$ cat src/rtl/clock_sequencer_if.sv
// Control/status bundle between the CPU clock sequencer and its controller.
// The master side issues divisor and hold requests; the slave side is the sequencer.
interface clock_sequencer_if;
  logic [1:0] div_sel;
  logic       div_req;
  logic       hold_req;
  logic       clk_out;
  logic       oe;
  logic       cpu_reset_n;
  logic       div_ack;
  logic       hold_ack;
  logic       busy;

  modport master (
    output div_sel, div_req, hold_req,
    input  clk_out, oe, cpu_reset_n, div_ack, hold_ack, busy
  );

  modport slave (
    input  div_sel, div_req, hold_req,
    output clk_out, oe, cpu_reset_n, div_ack, hold_ack, busy
  );
endinterface

$ cat src/rtl/clock_sequencer.sv
// CPU clock sequencer: divided clock generation, power-on CPU reset stretch,
// glitch-free divisor switching and clock-line release to an external master.
module clock_sequencer #(
  parameter int         RESET_CYCLES = 1024,
  parameter int         GAP_CYCLES   = 4,
  parameter logic [1:0] DIV_RESET    = 2'd1
) (
  input  logic              clk_in,
  input  logic              reset,
  clock_sequencer_if.slave  bus
);

  localparam int CNT_W = $clog2(RESET_CYCLES + 1);
  localparam int GAP_W = $clog2(GAP_CYCLES + 1);

  typedef enum logic [2:0] {
    STARTUP,
    RUN,
    DRAIN,
    PARK,
    RESUME,
    HELD
  } state_t;

  state_t             state_reg;
  logic               clk_out_reg;
  logic               oe_reg;
  logic               cpu_reset_n_reg;
  logic               div_ack_reg;
  logic               hold_ack_reg;
  logic               busy_reg;
  logic [1:0]         div_reg;
  logic [1:0]         pend_div_reg;
  logic               pend_valid_reg;
  logic               hold_flag_reg;
  logic               ack_pend_reg;
  logic [3:0]         hp_cnt_reg;
  logic [CNT_W-1:0]   cyc_cnt_reg;
  logic [GAP_W-1:0]   gap_cnt_reg;

  logic [3:0]         half_max;
  logic               wrap;

  assign half_max = (4'd1 << div_reg) - 4'd1;
  assign wrap     = (hp_cnt_reg == half_max);

  assign bus.clk_out     = clk_out_reg;
  assign bus.oe          = oe_reg;
  assign bus.cpu_reset_n = cpu_reset_n_reg;
  assign bus.div_ack     = div_ack_reg;
  assign bus.hold_ack    = hold_ack_reg;
  assign bus.busy        = busy_reg;

  always_ff @(posedge clk_in) begin
    if (!reset) begin
      state_reg       <= STARTUP;
      clk_out_reg     <= 1'b0;
      oe_reg          <= 1'b0;
      cpu_reset_n_reg <= 1'b0;
      div_ack_reg     <= 1'b0;
      hold_ack_reg    <= 1'b0;
      busy_reg        <= 1'b1;
      div_reg         <= DIV_RESET;
      pend_div_reg    <= DIV_RESET;
      pend_valid_reg  <= 1'b0;
      hold_flag_reg   <= 1'b0;
      ack_pend_reg    <= 1'b0;
      hp_cnt_reg      <= 4'd0;
      cyc_cnt_reg     <= '0;
      gap_cnt_reg     <= '0;
    end else begin
      div_ack_reg <= 1'b0;
      case (state_reg)
        STARTUP: begin
          if (wrap) begin
            hp_cnt_reg  <= 4'd0;
            clk_out_reg <= ~clk_out_reg;
            // Only falling toggles count towards the reset stretch.
            if (clk_out_reg) begin
              if (cyc_cnt_reg != CNT_W'(RESET_CYCLES))
                cyc_cnt_reg <= cyc_cnt_reg + CNT_W'(1);
              if (cyc_cnt_reg == CNT_W'(RESET_CYCLES - 1)) begin
                cpu_reset_n_reg <= 1'b1;
                busy_reg        <= 1'b0;
                state_reg       <= RUN;
              end
            end
          end else begin
            hp_cnt_reg <= hp_cnt_reg + 4'd1;
          end
        end

        RUN: begin
          if (wrap) begin
            hp_cnt_reg  <= 4'd0;
            clk_out_reg <= ~clk_out_reg;
          end else begin
            hp_cnt_reg <= hp_cnt_reg + 4'd1;
          end
          // A divisor change takes priority; a hold still pending is picked up on return.
          if (bus.div_req) begin
            pend_div_reg   <= bus.div_sel;
            pend_valid_reg <= 1'b1;
            busy_reg       <= 1'b1;
            state_reg      <= DRAIN;
          end else if (bus.hold_req) begin
            hold_flag_reg <= 1'b1;
            busy_reg      <= 1'b1;
            state_reg     <= DRAIN;
          end
        end

        DRAIN: begin
          // Any wrap either falls the clock or suppresses its rise, so the line ends low.
          if (wrap) begin
            hp_cnt_reg  <= 4'd0;
            clk_out_reg <= 1'b0;
            gap_cnt_reg <= '0;
            state_reg   <= PARK;
          end else begin
            hp_cnt_reg <= hp_cnt_reg + 4'd1;
          end
        end

        PARK: begin
          clk_out_reg <= 1'b0;
          if (gap_cnt_reg == GAP_W'(GAP_CYCLES - 1)) begin
            gap_cnt_reg <= '0;
            if (pend_valid_reg) begin
              div_reg        <= pend_div_reg;
              pend_valid_reg <= 1'b0;
              ack_pend_reg   <= 1'b1;
              state_reg      <= RESUME;
            end else if (hold_flag_reg) begin
              oe_reg       <= 1'b1;
              hold_ack_reg <= 1'b1;
              state_reg    <= HELD;
            end else begin
              state_reg <= RESUME;
            end
          end else begin
            gap_cnt_reg <= gap_cnt_reg + GAP_W'(1);
          end
        end

        RESUME: begin
          div_ack_reg  <= ack_pend_reg;
          ack_pend_reg <= 1'b0;
          hp_cnt_reg   <= 4'd0;
          busy_reg     <= 1'b0;
          state_reg    <= RUN;
        end

        HELD: begin
          clk_out_reg <= 1'b0;
          if (bus.div_req) begin
            pend_div_reg   <= bus.div_sel;
            pend_valid_reg <= 1'b1;
          end
          if (!bus.hold_req) begin
            oe_reg        <= 1'b0;
            hold_ack_reg  <= 1'b0;
            hold_flag_reg <= 1'b0;
            gap_cnt_reg   <= '0;
            state_reg     <= PARK;
          end
        end

        default: begin
          state_reg <= STARTUP;
        end
      endcase
    end
  end

endmodule

$ cat src/flat_wrapper.sv
// flat-port wrapper written by rule: the top's interface ports become plain ports
module clock_sequencer_flat 
#(
  parameter int         RESET_CYCLES = 1024,
  parameter int         GAP_CYCLES   = 4,
  parameter logic [1:0] DIV_RESET    = 2'd1
)
  (clk_in, reset, bus_div_sel, bus_div_req, bus_hold_req, bus_clk_out, bus_oe, bus_cpu_reset_n, bus_div_ack, bus_hold_ack, bus_busy);
  clock_sequencer_if bus_i ();
  input  logic clk_in;
  input  logic reset;
  input wire logic [$bits(bus_i.div_sel)-1:0] bus_div_sel;
  input wire logic [$bits(bus_i.div_req)-1:0] bus_div_req;
  input wire logic [$bits(bus_i.hold_req)-1:0] bus_hold_req;
  output wire logic [$bits(bus_i.clk_out)-1:0] bus_clk_out;
  output wire logic [$bits(bus_i.oe)-1:0] bus_oe;
  output wire logic [$bits(bus_i.cpu_reset_n)-1:0] bus_cpu_reset_n;
  output wire logic [$bits(bus_i.div_ack)-1:0] bus_div_ack;
  output wire logic [$bits(bus_i.hold_ack)-1:0] bus_hold_ack;
  output wire logic [$bits(bus_i.busy)-1:0] bus_busy;
  assign bus_i.div_sel = bus_div_sel;
  assign bus_i.div_req = bus_div_req;
  assign bus_i.hold_req = bus_hold_req;
  assign bus_clk_out = bus_i.clk_out;
  assign bus_oe = bus_i.oe;
  assign bus_cpu_reset_n = bus_i.cpu_reset_n;
  assign bus_div_ack = bus_i.div_ack;
  assign bus_hold_ack = bus_i.hold_ack;
  assign bus_busy = bus_i.busy;
  clock_sequencer #(.RESET_CYCLES(RESET_CYCLES), .GAP_CYCLES(GAP_CYCLES), .DIV_RESET(DIV_RESET)) u_core (.clk_in(clk_in), .reset(reset), .bus(bus_i));
endmodule
$ cat config.mk
export PLATFORM = sky130hd
export DESIGN_NAME = clock_sequencer_flat
export DESIGN_NICKNAME = d
export VERILOG_FILES = /design/src/rtl/clock_sequencer_if.sv /design/src/rtl/clock_sequencer.sv /design/src/flat_wrapper.sv
export SDC_FILE = /design/constraint.sdc
export NUM_CORES = 1
export LEC_CHECK = 0
export CELL_PAD_IN_SITES_DETAIL_PLACEMENT = 1
export CELL_PAD_IN_SITES_GLOBAL_PLACEMENT = 2
export CORE_UTILIZATION = 38
export DETAILED_ROUTE_END_ITERATION = 10
export PLACE_DENSITY = 0.9
export SLEW_MARGIN = 20
export SYNTH_ARGS = -nofsm -noshare
export SYNTH_HDL_FRONTEND = slang
export SYNTH_SLANG_ARGS = --single-unit
$ cat constraint.sdc
create_clock -name clk_in -period 3.8 [get_ports clk_in]
set_input_delay 0.76 -clock clk_in [delete_from_list [all_inputs] [get_ports clk_in]]
set_output_delay 0.76 -clock clk_in [all_outputs]
set_load 0.01 [all_outputs]
# Word-level counts from Yosys, hierarchy flattened
# Cells that the tools add are included.
[word_totals] ff_bits=33 input_bits=6 out_inout_bits=6 elab_cells=108
[classes] add_sub_neg=4 eq_ne=23 shifts=1 muxes=39 n_bitwise=1 reduce_logical=26
[op_table] cell="$mux 3" n=12
[op_table] cell="$ne 2x1->1 const B" n=9
[op_table] cell="$pmux 3 s6" n=1
[op_table] cell="$mux 1" n=17
[op_table] cell="$reduce_and 3->1" n=5
[op_table] cell="$reduce_and 4->1" n=3
[op_table] cell="$add 11x1->11 const B" n=1
[op_table] cell="$eq 11x10->1 const B" n=1
[op_table] cell="$ne 11x11->1 const B" n=1
[op_table] cell="$reduce_and 5->1" n=2
[op_table] cell="$reduce_bool 2->1" n=5
[op_table] cell="$eq 3x2->1 const B" n=3
[op_table] cell="$pmux 3 s3" n=1
[op_table] cell="$reduce_bool 3->1" n=3
[op_table] cell="$ne 2x2->1 const B" n=4
[op_table] cell="$pmux 1 s2" n=4
[op_table] cell="$pmux 4 s2" n=1
[op_table] cell="$reduce_and 7->1" n=1
[op_table] cell="$eq 3x3->1 const B" n=2
[op_table] cell="$pmux 1 s3" n=2
[op_table] cell="$reduce_or 2->1" n=3
[op_table] cell="$add 4x1->4 const B" n=1
[op_table] cell="$eq 4x4->1" n=1
[op_table] cell="$mux 4" n=1
[op_table] cell="9 further kinds" n=10

# Longest topological paths before layout
# Gate-level depths: netlist (run 1).
[depth] ltp_word=5 depth_mapped=8 mapped_depth_nobuf=7

# Worst setup path before layout (run 1)
# Ideal clock, no wire load.
[synth_timing] path_type="register -> register" startpoint="register u_core.clk_out_reg (netlist: u_core.bus.clk_out)" endpoint="register u_core.cyc_cnt_reg[7]" setup_ps=131 arrival_ps=1836 required_ps=3669 slack_ps=1833 stages_incl_launch_ff=7 n_path_buf=1 synth_period_minus_slack_ps=1967 path_cell_list="dfxtp_1 -> or4b_4 -> a311oi_2 -> o21ai_2 -> buf_6 -> o311ai_1 -> o41ai_1"
[synth_between] elab_chain_cells=1
[synth_lines] element="start: declaration" line="clock_sequencer.sv:26" rtl="logic clk_out_reg;"
[synth_lines] element="start signal: assignment" line="clock_sequencer.sv:77" rtl="clk_out_reg <= ~clk_out_reg;"
[synth_lines] element="start signal: assignment" line="clock_sequencer.sv:96" rtl="clk_out_reg <= ~clk_out_reg;"
[synth_lines] element="$reduce_and 4->1 (no line)"
[synth_lines] element="end signal: assignment" line="clock_sequencer.sv:81" rtl="cyc_cnt_reg <= cyc_cnt_reg + CNT_W'(1);"
[synth_lines] element="end: declaration" line="clock_sequencer.sv:38" rtl="logic [CNT_W-1:0] cyc_cnt_reg;"
# No other way between the ends.
# A chain may end at the register's enable or synchronous reset.

# Worst setup path after layout (run 1)
[layout_timing] startpoint="register u_core.state_reg[0]" endpoint="register u_core.cyc_cnt_reg[10]"
[layout_between] elab_chain_cells=2
[layout_lines] element="start: declaration" line="clock_sequencer.sv:25" rtl="state_t state_reg;"
[layout_lines] element="start signal: assignment" line="clock_sequencer.sv:56" rtl="state_reg <= STARTUP;"
[layout_lines] element="start signal: assignment" line="clock_sequencer.sv:85" rtl="state_reg <= RUN;"
[layout_lines] element="start signal: assignment" line="clock_sequencer.sv:105" rtl="state_reg <= DRAIN;"
[layout_lines] element="$logic_not 3->1" line="clock_sequencer.sv:73" rtl="case (state_reg)"
[layout_lines] element="$reduce_and 4->1 (no line)"
# No other way between the ends.

==> results of run 1 <==
-- routing by layer --
metal / track usage (%) / share of wire (%) / vias up
met1: 26.3 / 48 / 768
met2: 32.3 / 48 / 19
li1: - / - / 769
met4: 7.26 / 1.2 / 0
met3: 4.68 / 2.9 / 6
met5: 0 / 0 / -
-- report_power, final --
part	switching (W)	total (W)	leakage, nW	internal (W)
Sequential	0.0000280	0.000395	0.267	0.000367
Combinational	0.0000906	0.000163	0.322	0.0000719
Clock	0.000131	0.000295	0.0542	0.000164
Total	0.000250	0.000852	0.643	0.000602
-- final cells by class --
type                    count  area share [%]
clock buffers               7            4.93
clock inverters             1           0.256
inverters                   9            1.73
multi-input cells         149            49.5
flip-flops and latches     33            33.8
well taps                  52            3.33
repair buffers             13            6.41
-- Yosys cell counts, types with 3 or more instances --
library cell	n	share of area, %
a21oi_1	14	4.1
clkbuf_1	7	1.5
dfxtp_1	33	39
ha_1	4	2.9
inv_1	9	2.0
mux2i_1	5	2.9
nand2_1	11	2.4
nand2b_1	6	2.2
nand3_1	11	3.2
nand4_1	3	1.1
nor2_1	15	3.3
nor2b_1	6	2.2
nor3_1	5	1.5
nor4_1	6	2.2
o211ai_1	6	2.6
o21a_1	3	1.3
o21ai_0	9	2.6
o31ai_1	4	1.8
or3_1	3	1.1
or4_1	4	1.8
xnor2_1	4	2.1
-- critical path: stages, from the launching register on --
cell      delay, ns
dfxtp_1        0.48
or4b_4         0.62
a311oi_2       0.32
o21ai_2        0.27
or4_1          0.46
a21oi_1        0.15
-- how the worst max path moves through the flow --
| stage | from | endpoint | cells after the start |
|---|---|---|---|
| 6_report | u_core.state_reg[0]$_SDFFE_PN0P_ | u_core.cyc_cnt_reg[10]$_SDFFE_PN0P_ | 5 |
| 5_1_grt | u_core.state_reg[0]$_SDFFE_PN0P_ | u_core.cyc_cnt_reg[5]$_SDFFE_PN0P_ | 5 |
| 4_1_cts | u_core.state_reg[0]$_SDFFE_PN0P_ | u_core.cyc_cnt_reg[10]$_SDFFE_PN0P_ | 5 |
| 3_3_place_gp | bus_hold_req | u_core.div_reg[0]$_SDFFE_PN1P_ | 5 |
| 2_1_floorplan | u_core.bus.clk_out$_SDFFE_PN0P_ | u_core.cyc_cnt_reg[7]$_SDFFE_PN0P_ | 6 |
| 3_5_place_dp | bus_hold_req | u_core.div_reg[0]$_SDFFE_PN1P_ | 5 |
-- metrics by stage --
step	utilization [%]	instances	setup WS, ns
6_report	45.2	264	1.44
5_1_grt	45.2	264	1.27
4_1_cts	45.2	264	1.46
3_5_place_dp	42.8	256	1.41
3_3_place_gp	42.8	256	1.54
2_1_floorplan	-	200	1.83
-- cells in the final DEF, fill, tap and decap left out, types with 4 or more instances in the layout --
cell	count
dfxtp_1	33
o31ai_1	4
mux2i_1	5
o211ai_1	6
clkdlybuf4s50_1	11
or4_1	4
nand2b_1	6
nor2b_1	6
nor2_1	15
nor3_1	5
nand2_1	11
clkbuf_8	7
o21ai_0	9
nor4_1	6
nand3_1	11
inv_1	9
a21oi_1	14
ha_1	4
xnor2_1	4
-- logic make-up (layout without fill, tap and decap cells) --
family	after synthesis	after routing	synth area share, %
simple gates	80	80	25.8
compound gates	55	55	22.4
flops	33	33	38.7
buf+inv	18	30	4.62
xor+xnor	5	5	2.57
mux	5	5	2.93
fa+ha+maj	4	4	2.93
==> impl_results.md, run 1 <==
* Drt drc at 0
* Die ar. at 0.00476 mm2
* RSZ-0062 raised after global routing: no
* Min cycle time layout at 2.36 ns
* Syn Std Cell Area at 0.00171 mm2
* Initial Utilization at 39.5%
* R2r startpoint: u_core.state_reg[0]$_SDFFE_PN0P_
* Mapped Avg Cell Area at 8.53 um2
* # rows at 24
* Clock slew at reported path FFs at 0.07 ns
* Core Region at 0.00432 mm2
* IO Port Bufs at 11
* Total gr overflow at 0
* Via density per instance at 5.92
* Cells resized by post-CTS repair at 0
* Final Hold Vio Count at 0
* Number of synthesized flops with an enable pin at 0
* Vias in the first global route at 1,589
* CTS tree: yes
* Fillers at 522
* DRT iter0 DRCs at 132
* Finished Cell Area at 0.00195 mm2
* Initial antenna violation count at 0
* Required time worst endpoint at 4.01 ns
* Worst slew pin tran at 0.668 ns
* Nets at 221
* Fmax at 423 MHz
* Max FFs per register at 11
* Share of layout cells above drive strength 1 at 7.08%
* CP Data Arrival Time at 2.58 ns
* Hold WC Path Type: reg2reg
* Setup_tns at 0 ns
* HPWL Detailed at 3220 um
* Largest net degree at the start of global routing at 21
* Total track usage at 20.1%
* CTS HTree Levels at 2
* Hold depth at 1
* Status: finished clean
* TritonCTS buffer count at 5
* Synth cell types at 48
* YS warnings at 0
* Seq cells post-synth at 33
* Final ANT Viol Nets at 0
* Critical path launch point type: register
* CP Capture Type: register
* Post-synth top flop: dfxtp_1
* ANT cells at 0
* Final setup violation count at 0
* Postcts setup bufs at 0
* Crit share post-route at 62.2%
* Post-DP Area at 0.00185 mm2
* LEAKAGE at 0.643 nW
* DR pass1 iterations at 4
* Total Power at 0.000852 W
* Worst Skew at 0.00733 ns
* Maximum clock path buffer count at 2
* Seq/Total Area, Yosys at 38.7%
* End of the worst register-to-register path: u_core.cyc_cnt_reg[10]$_SDFFE_PN0P_
* Total Routed Length at 4470 um
* GPL Wtd Cong at 0.835
* Die height at 69.0 um
* Mapped Cells at 200
* Sequential cell area at 661 um2
* Final Max Tran Viols at 0
* WHS Endpoint: u_core.bus.cpu_reset_n$_SDFFE_PN0P_
* Root buf cell: clkbuf_8
* WHS at 0.468 ns
* Critical path fanouts, max at 17
* VDD IR max at 176 uV
* Pwr per Cell Area at 436 mW/mm2
* Clk sinks at 33
* CP Class: reg2reg
* Hold-fix buffers, CTS at 0
* Net Count, Synth at 210
* Reg2Reg Depth at 5
* Wire length of the first global-routing pass at 7750 um
* Clk_lat worst skew at 0.29 ns
* Hold path start: u_core.bus.cpu_reset_n$_SDFFE_PN0P_
* IO Pins at 12
* Drt wl/cell at 16.9 um
* Layout area overhead at 14.4%
* Die Width at 69.0 um
* Max-cap violations at 0
* Reg2Reg Setup Slack at 1.44 ns
* Fraction of registers with async set/reset at 0%
* Multi-input combinational cell area at 967 um2
* Relative slew slack at 55.0%
* Via Count at 1,562
Note: power is estimated with default switching activity, not from simulation.
==> run 2, diff against run 1 <==
CORE_UTILIZATION = 32   (was 38)
PLACE_DENSITY = 0.82   (was 0.9)
clock period = 2 ns   (was 3.8 ns; I/O delays follow)
==> run 2 against run 1 <==
Compared with the run above:
- the flow now finishes with violations (setup timing)
- utilization decreased by 1.8 points
- hold slack improved by 0.0021 ns
- clock power increased by 92%
- first-iteration DRC count decreased by 33%
- non-clock buffer count increased by 24
- maximum frequency increased by 18%
- sequential power increased by 83%
- critical path type unchanged
==> impl_results.md, run 2 (synthesis results as in run 1) <==
* CP Class: reg2reg
* Most frequent cells in the layout: dfxtp_1, buf_4, nor2_1, a21oi_1
* Required time worst endpoint at 2.23 ns (-1.78 ns)
* Initial Utilization at 33.4% (-6.1 points)
* Total gr overflow at 0 (unchanged)
* Final setup violation count at 1 (+1)
* Failing checks: setup timing
* Drt wl/cell at 15.2 um (-10%)
* Post-DP Area at 0.00203 mm2 (+9.7%)
* # rows at 26 (+8.3%)
* Nets at 246 (+11%)
* Initial antenna violation count at 0 (unchanged)
* Internal at 0.00127 W (+110%)
* WHS at 0.470 ns (+0.00205 ns)
* Wire length of the first global-routing pass at 7570 um (-2.3%)
* RSZ-0062 raised after global routing: yes
* Clk sinks at 33 (unchanged)
* Via Count at 1,639 (+4.9%)
* R2r startpoint: u_core.state_reg[1]$_SDFFE_PN0P_
* Net Switching at 0.000549 W (+120%)
* Sequential share of power at 39.7% (-6.6 points)
* Drt drc at 0 (unchanged)
* Critical path fanouts, max at 8 (-9)
* Switching Share at 30.1% (+0.83 points)
* Share of layout cells above drive strength 1 at 19.0% (+12 points)
* Largest net degree at the start of global routing at 15 (-29%)
* CP Data Arrival Time at 2.24 ns (-0.34 ns)
* End of the worst register-to-register path: u_core.cyc_cnt_reg[10]$_SDFFE_PN0P_
* Clk network pwr share at 31.1% (-3.5 points)
* Layout area overhead at 29.8%
* Crit share post-route at 100% (+38 points)
* DR pass1 iterations at 4 (unchanged)
* LEAKAGE at 0.769 nW (+20%)
* Finished Cell Area at 0.00221 mm2 (+13%)
* DRT iter0 DRCs at 89 (-33%)
* IO Pins at 12 (unchanged)
* Die height at 75.0 um (+8.7%)
* Setup crit start: u_core.state_reg[1]$_SDFFE_PN0P_
* Critical path launch point type: register
* Maximum clock path buffer count at 2 (unchanged)
* Pwr per Cell Area at 822 mW/mm2 (+89%)
* CTS HTree Levels at 2 (unchanged)
* ANT cells at 0 (unchanged)
* HPWL Detailed at 3300 um (+2.4%)
* Final Hold Vio Count at 0 (unchanged)
* Die Width at 75.0 um (+8.7%)
* Root buf cell: clkbuf_8
* CP Capture Type: register
* VDD IR max at 366 uV (+110%)
* TritonCTS buffer count at 5 (unchanged)
* Worst slew pin tran at 0.483 ns (-0.185 ns)
* Total track usage at 17.8% (-2.3 points)
* Via density per instance at 5.34 (-9.8%)
* Clk_lat worst skew at 0.29 ns (about the same)
* Worst Skew at 0.00295 ns (-0.00438 ns)
* CTS tree: yes
* Max-cap violations at 0 (unchanged)
* Critical Path Sink: u_core.cyc_cnt_reg[10]$_SDFFE_PN0P_
* Hold WC Path Type: reg2reg
* Core Region at 0.00511 mm2 (+18%)
* Min cycle time layout at 2.01 ns (-0.357 ns)
* Die ar. at 0.00563 mm2 (+18%)
* Vias in the first global route at 1,583 (-0.38%)
* Combinational Power Share at 29.2% (+10 points)
* Fmax at 498 MHz (+18%)
* IO Port Bufs at 11 (unchanged)
* Final Max Tran Viols at 0 (unchanged)
* Post-Place Worst Slack at -0.0339 ns (-1.44 ns)
* Most common cell after layout, fill and taps aside: dfxtp_1
* Reg2Reg Setup Slack at -0.008 ns (-1.44 ns)
* Final ANT Viol Nets at 0 (unchanged)
* Reg2Reg Depth at 5 (unchanged)
* Status: finished with violations
* Clock slew at reported path FFs at 0.07 ns (about the same)
* Fillers at 625 (+20%)
* GPL Wtd Cong at 0.737 (-12%)
* Final setup margin at -0.00753 ns (-1.44 ns)
* Total Routed Length at 4670 um (+4.6%)
* Max FFs per register at 11 (unchanged)
* Relative slew slack at 67.5% (+12 points)
==> run 2: cell type report <==
class	count	area [um2]	share of cell area (%)
clock inverter	1	5.00	0.226
multi-input combinational	150	1030	46.3
inverter	9	33.8	1.53
tap	70	87.6	3.95
clock buffer	7	96.3	4.35
timing repair buffer	37	305	13.8
sequential	33	661	29.8
==> run 2: worst max-delay path: stages, from the launching register on <==
cell	delay [ns]
dfxtp_1	0.31
or4b_4	0.56
a311oi_4	0.35
o21ai_4	0.16
or4_4	0.44
a21oi_2	0.13
==> run 2: per-layer routing <==
| layer | up-vias | track usage, % | routed length, um |
|---|---|---|---|
| li1 | 822 | - | - |
| met1 | 792 | 24.2 | 2320 |
| met2 | 20 | 27.9 | 2190 |
| met3 | 5 | 4.28 | 104 |
| met4 | 0 | 5.24 | 51 |
| met5 | - | 0 | 0 |
==> run 2: what timing repair did <==
item / CTS / global route
hold buffers: 0 / 0
hold endpoints to repair: 0 / 0
setup endpoints to repair: 5 / 16
buffers inserted: 1 / 2
gates cloned: 1 / 0
pin swaps: 1 / 5
resized for setup: 2 / 8
==> run 2: stage by stage <==
step           instances  setup TNS [ns]  util, %  total power, W
6_report             307        -0.00753     43.4         0.00182
5_1_grt              307          -0.483     43.4         0.00192
4_1_cts              305               0     42.5         0.00179
3_5_place_dp         295          -0.102     39.8         0.00118
3_3_place_gp         295               0     39.8         0.00116
2_1_floorplan        200               0        -        0.000974
==> run 2: power groups by stage <==
stage	clock network (W)	logic, W	registers [W]
global placement	0	0.000427	0.000734
CTS	0.000585	0.000480	0.000724
finish	0.000566	0.000532	0.000723
floorplan	0	0.000221	0.000753
global route	0.000608	0.000583	0.000727
detailed placement	0	0.000438	0.000739
==> run 2: worst min path at each step <==
stage | start | to | depth (start not counted)
detailed placement | u_core.gap_cnt_reg[2]$_SDFFE_PN0P_ | u_core.gap_cnt_reg[2]$_SDFFE_PN0P_ | 1
floorplan | u_core.pend_div_reg[1]$_SDFFE_PN0P_ | u_core.pend_div_reg[1]$_SDFFE_PN0P_ | 2
finish | u_core.bus.cpu_reset_n$_SDFFE_PN0P_ | u_core.bus.cpu_reset_n$_SDFFE_PN0P_ | 1
CTS | u_core.gap_cnt_reg[2]$_SDFFE_PN0P_ | u_core.gap_cnt_reg[2]$_SDFFE_PN0P_ | 1
global route | u_core.gap_cnt_reg[2]$_SDFFE_PN0P_ | u_core.gap_cnt_reg[2]$_SDFFE_PN0P_ | 1
global placement | u_core.bus.cpu_reset_n$_SDFFE_PN0P_ | u_core.bus.cpu_reset_n$_SDFFE_PN0P_ | 1
==> edit: new RTL, settings of run 2 <==
One comparison of `cyc_cnt_reg` changes from == to >=.
--- a/src/rtl/clock_sequencer.sv
+++ b/src/rtl/clock_sequencer.sv
@@ -79,7 +79,7 @@
             if (clk_out_reg) begin
               if (cyc_cnt_reg != CNT_W'(RESET_CYCLES))
                 cyc_cnt_reg <= cyc_cnt_reg + CNT_W'(1);
-              if (cyc_cnt_reg == CNT_W'(RESET_CYCLES - 1)) begin
+              if (cyc_cnt_reg >= CNT_W'(RESET_CYCLES - 1)) begin
                 cpu_reset_n_reg <= 1'b1;
                 busy_reg        <= 1'b0;
                 state_reg       <= RUN;
Formal check against the unedited RTL: same outputs for any inputs over 10 cycles, from zero or initial values and one cycle with reset low; that may be too few to reach the edited logic, so the function may still have changed.
==> edit against run 2 <==
  * Final area is 0.62% higher
  * Clock skew is 1.1 ps higher
  * Routed wire length is 1.4% higher
  * Via count is 2.3% higher
  * Area after synthesis is 4.7% higher
  * Cell count is 2.3% higher
  * Setup slack better by 55 ps
  * Worst hold slack worse by 23 ps
  * Sequential cell count stayed put
Power is not compared: it rests on default switching activity, and its combinational part moved more than twofold at a synthesized area within 25%.
==> edit: results (changes against run 2) <==
number of flip-flops in the largest register=11 (unchanged); status=finished clean; nets=253 (+2.8%); max-cap violations=0 (unchanged); largest net degree at the start of global routing=17 (+2); vias in the first global route=1645 (+3.9%); Mapped Cells=209 (+4.5%); Synth top cells by count=dfxtp_1 (33), nand2_1 (25), a21oi_1 (15), nor2_1 (14), nand3_1 (10); Routed WL=4740 um (+1.4%); row count=26 (unchanged); Max-Slew Margin vs Limit=0.621 (-0.0541); First DRT Iteration DRCs=81 (-9.0%); Final GP Congestion=0.761 (+3.3%); PortBufs=11 (unchanged); Post-DP HPWL=3570 um (+8.3%); first-pass GRT wire length=8000 um (+5.7%); antenna diode count=0 (unchanged); Worst-path clk slew=70 ps (about the same); Synth area leaders=dfxtp_1 (37%), nand2_1 (5.3%), mux2i_1 (4.5%), a21oi_1 (4.2%), nand2b_1 (3.2%); Fillers=633 (+1.3%); Cells after DPL=306 (+3.7%); Clock Tree Buf Depth=2 (unchanged); clock latency on the worst-skew pair=290 ps (about the same); Vias=1676 (+2.3%); Pre-antenna DRT Iters=4 (unchanged); initial antenna violation count=0 (unchanged); Netlist cell types=49 (+2.1%); WHS=447 ps (-23.4 ps); synth warn=0 (unchanged); register area share after synthesis=0.370 (-0.0173); Crit Path Max Fanout=13 (+5); Leakage Power=0.861 nW; routed len/inst=15.1 um (-0.87%); R2R Setup Slk=50 ps (+50 ps); H-tree depth=2 (unchanged); Main synth FF type=dfxtp_1; ratio of cells with drive above 1 in the final layout=0.168 (-0.0218); GR Util All Layers=0.172 (-0.00572); clock skew=4.02 ps (+1.07 ps); Net Count, Synth=219 (+4.3%); CP arrival=2170 ps (-70 ps)
## edit: cell types whose count changed in the layout (fill, tap and decap cells not counted), sizes merged, moves of 3 or more
cell	delta
nand4b	+3
nand2	+14
nand2b	+3
inv	-3
o21ai	-7
a2111oi	+5
o311ai	-3
mux2i	+3
## edit: cells by family (layout without fill, tap and decap cells)
| logic type | count (synthesis) | after routing | synth area share |
|---|---|---|---|
| and+or+nand+nor | 94 | 94 | 0.293 |
| buffers and inverters | 17 | 52 | 0.0385 |
| AOI/OAI and AO/OA | 50 | 50 | 0.211 |
| muxes | 8 | 8 | 0.0448 |
| DFF | 33 | 33 | 0.370 |
| adders and majority gates | 4 | 4 | 0.0280 |
| xor gates and xnor gates | 3 | 3 | 0.0147 |
## edit: layer usage
| layer | vias to the layer above | part of all wire | global-route usage |
|---|---|---|---|
| li1 | 841 | - | - |
| met1 | 814 | 0.51 | 0.230 |
| met2 | 19 | 0.47 | 0.274 |
| met3 | 2 | 0.022 | 0.0429 |
| met4 | 0 | 0.0030 | 0.0462 |
| met5 | - | 0 | 0 |
## edit: timing repair
action	4_1_cts	5_1_grt
setup buffers	0	0
gates resized for setup	0	4
endpoints found under the setup margin	0	15
## edit: worst paths after layout
path | startpoint | to | cells past startpoint
hold / removal | u_core.ack_pend_reg$_SDFFE_PN0P_ | u_core.bus.div_ack$_SDFF_PN0_ | 2
setup reg to reg | u_core.div_reg[1]$_SDFFE_PN0P_ | u_core.cyc_cnt_reg[10]$_SDFFE_PN0P_ | 5
setup / recovery | u_core.div_reg[1]$_SDFFE_PN0P_ | u_core.cyc_cnt_reg[10]$_SDFFE_PN0P_ | 5
hold reg to reg | u_core.ack_pend_reg$_SDFFE_PN0P_ | u_core.bus.div_ack$_SDFF_PN0_ | 2
## edit: layout make-up
cell class | count | share of cell area
sequential | 33 | 0.297
inverter | 6 | 0.0101
tap | 70 | 0.0393
clock inverter | 2 | 0.00449
multi-input combinational | 159 | 0.476
clock buffer | 6 | 0.0326
timing repair buffer | 38 | 0.140
## edit: power by group
group          switching [mW]  leakage (nW)  internal, mW
sequential             0.0208         0.266         0.674
combinational           0.104         0.550        0.0814
clock                   0.250        0.0450         0.241
total                   0.375         0.861         0.997
## edit: through the flow
| step | instance area, um^2 | setup slack [ps] |
|---|---|---|
| 6_report | 2230 | 47.4 |
| 5_1_grt | 2230 | -39.7 |
| 4_1_cts | 2220 | 6.01 |
| 3_5_place_dp | 2140 | 28.3 |
| 3_3_place_gp | 2140 | 77.2 |
| 2_1_floorplan | 1790 | 240 |
## edit: worst max-delay path, stage by stage, from the launching register on
cell	delay, ps
dfxtp_1	350
nor4b_2	380
o31ai_4	170
a21o_2	340
or4_1	500
a21oi_1	150
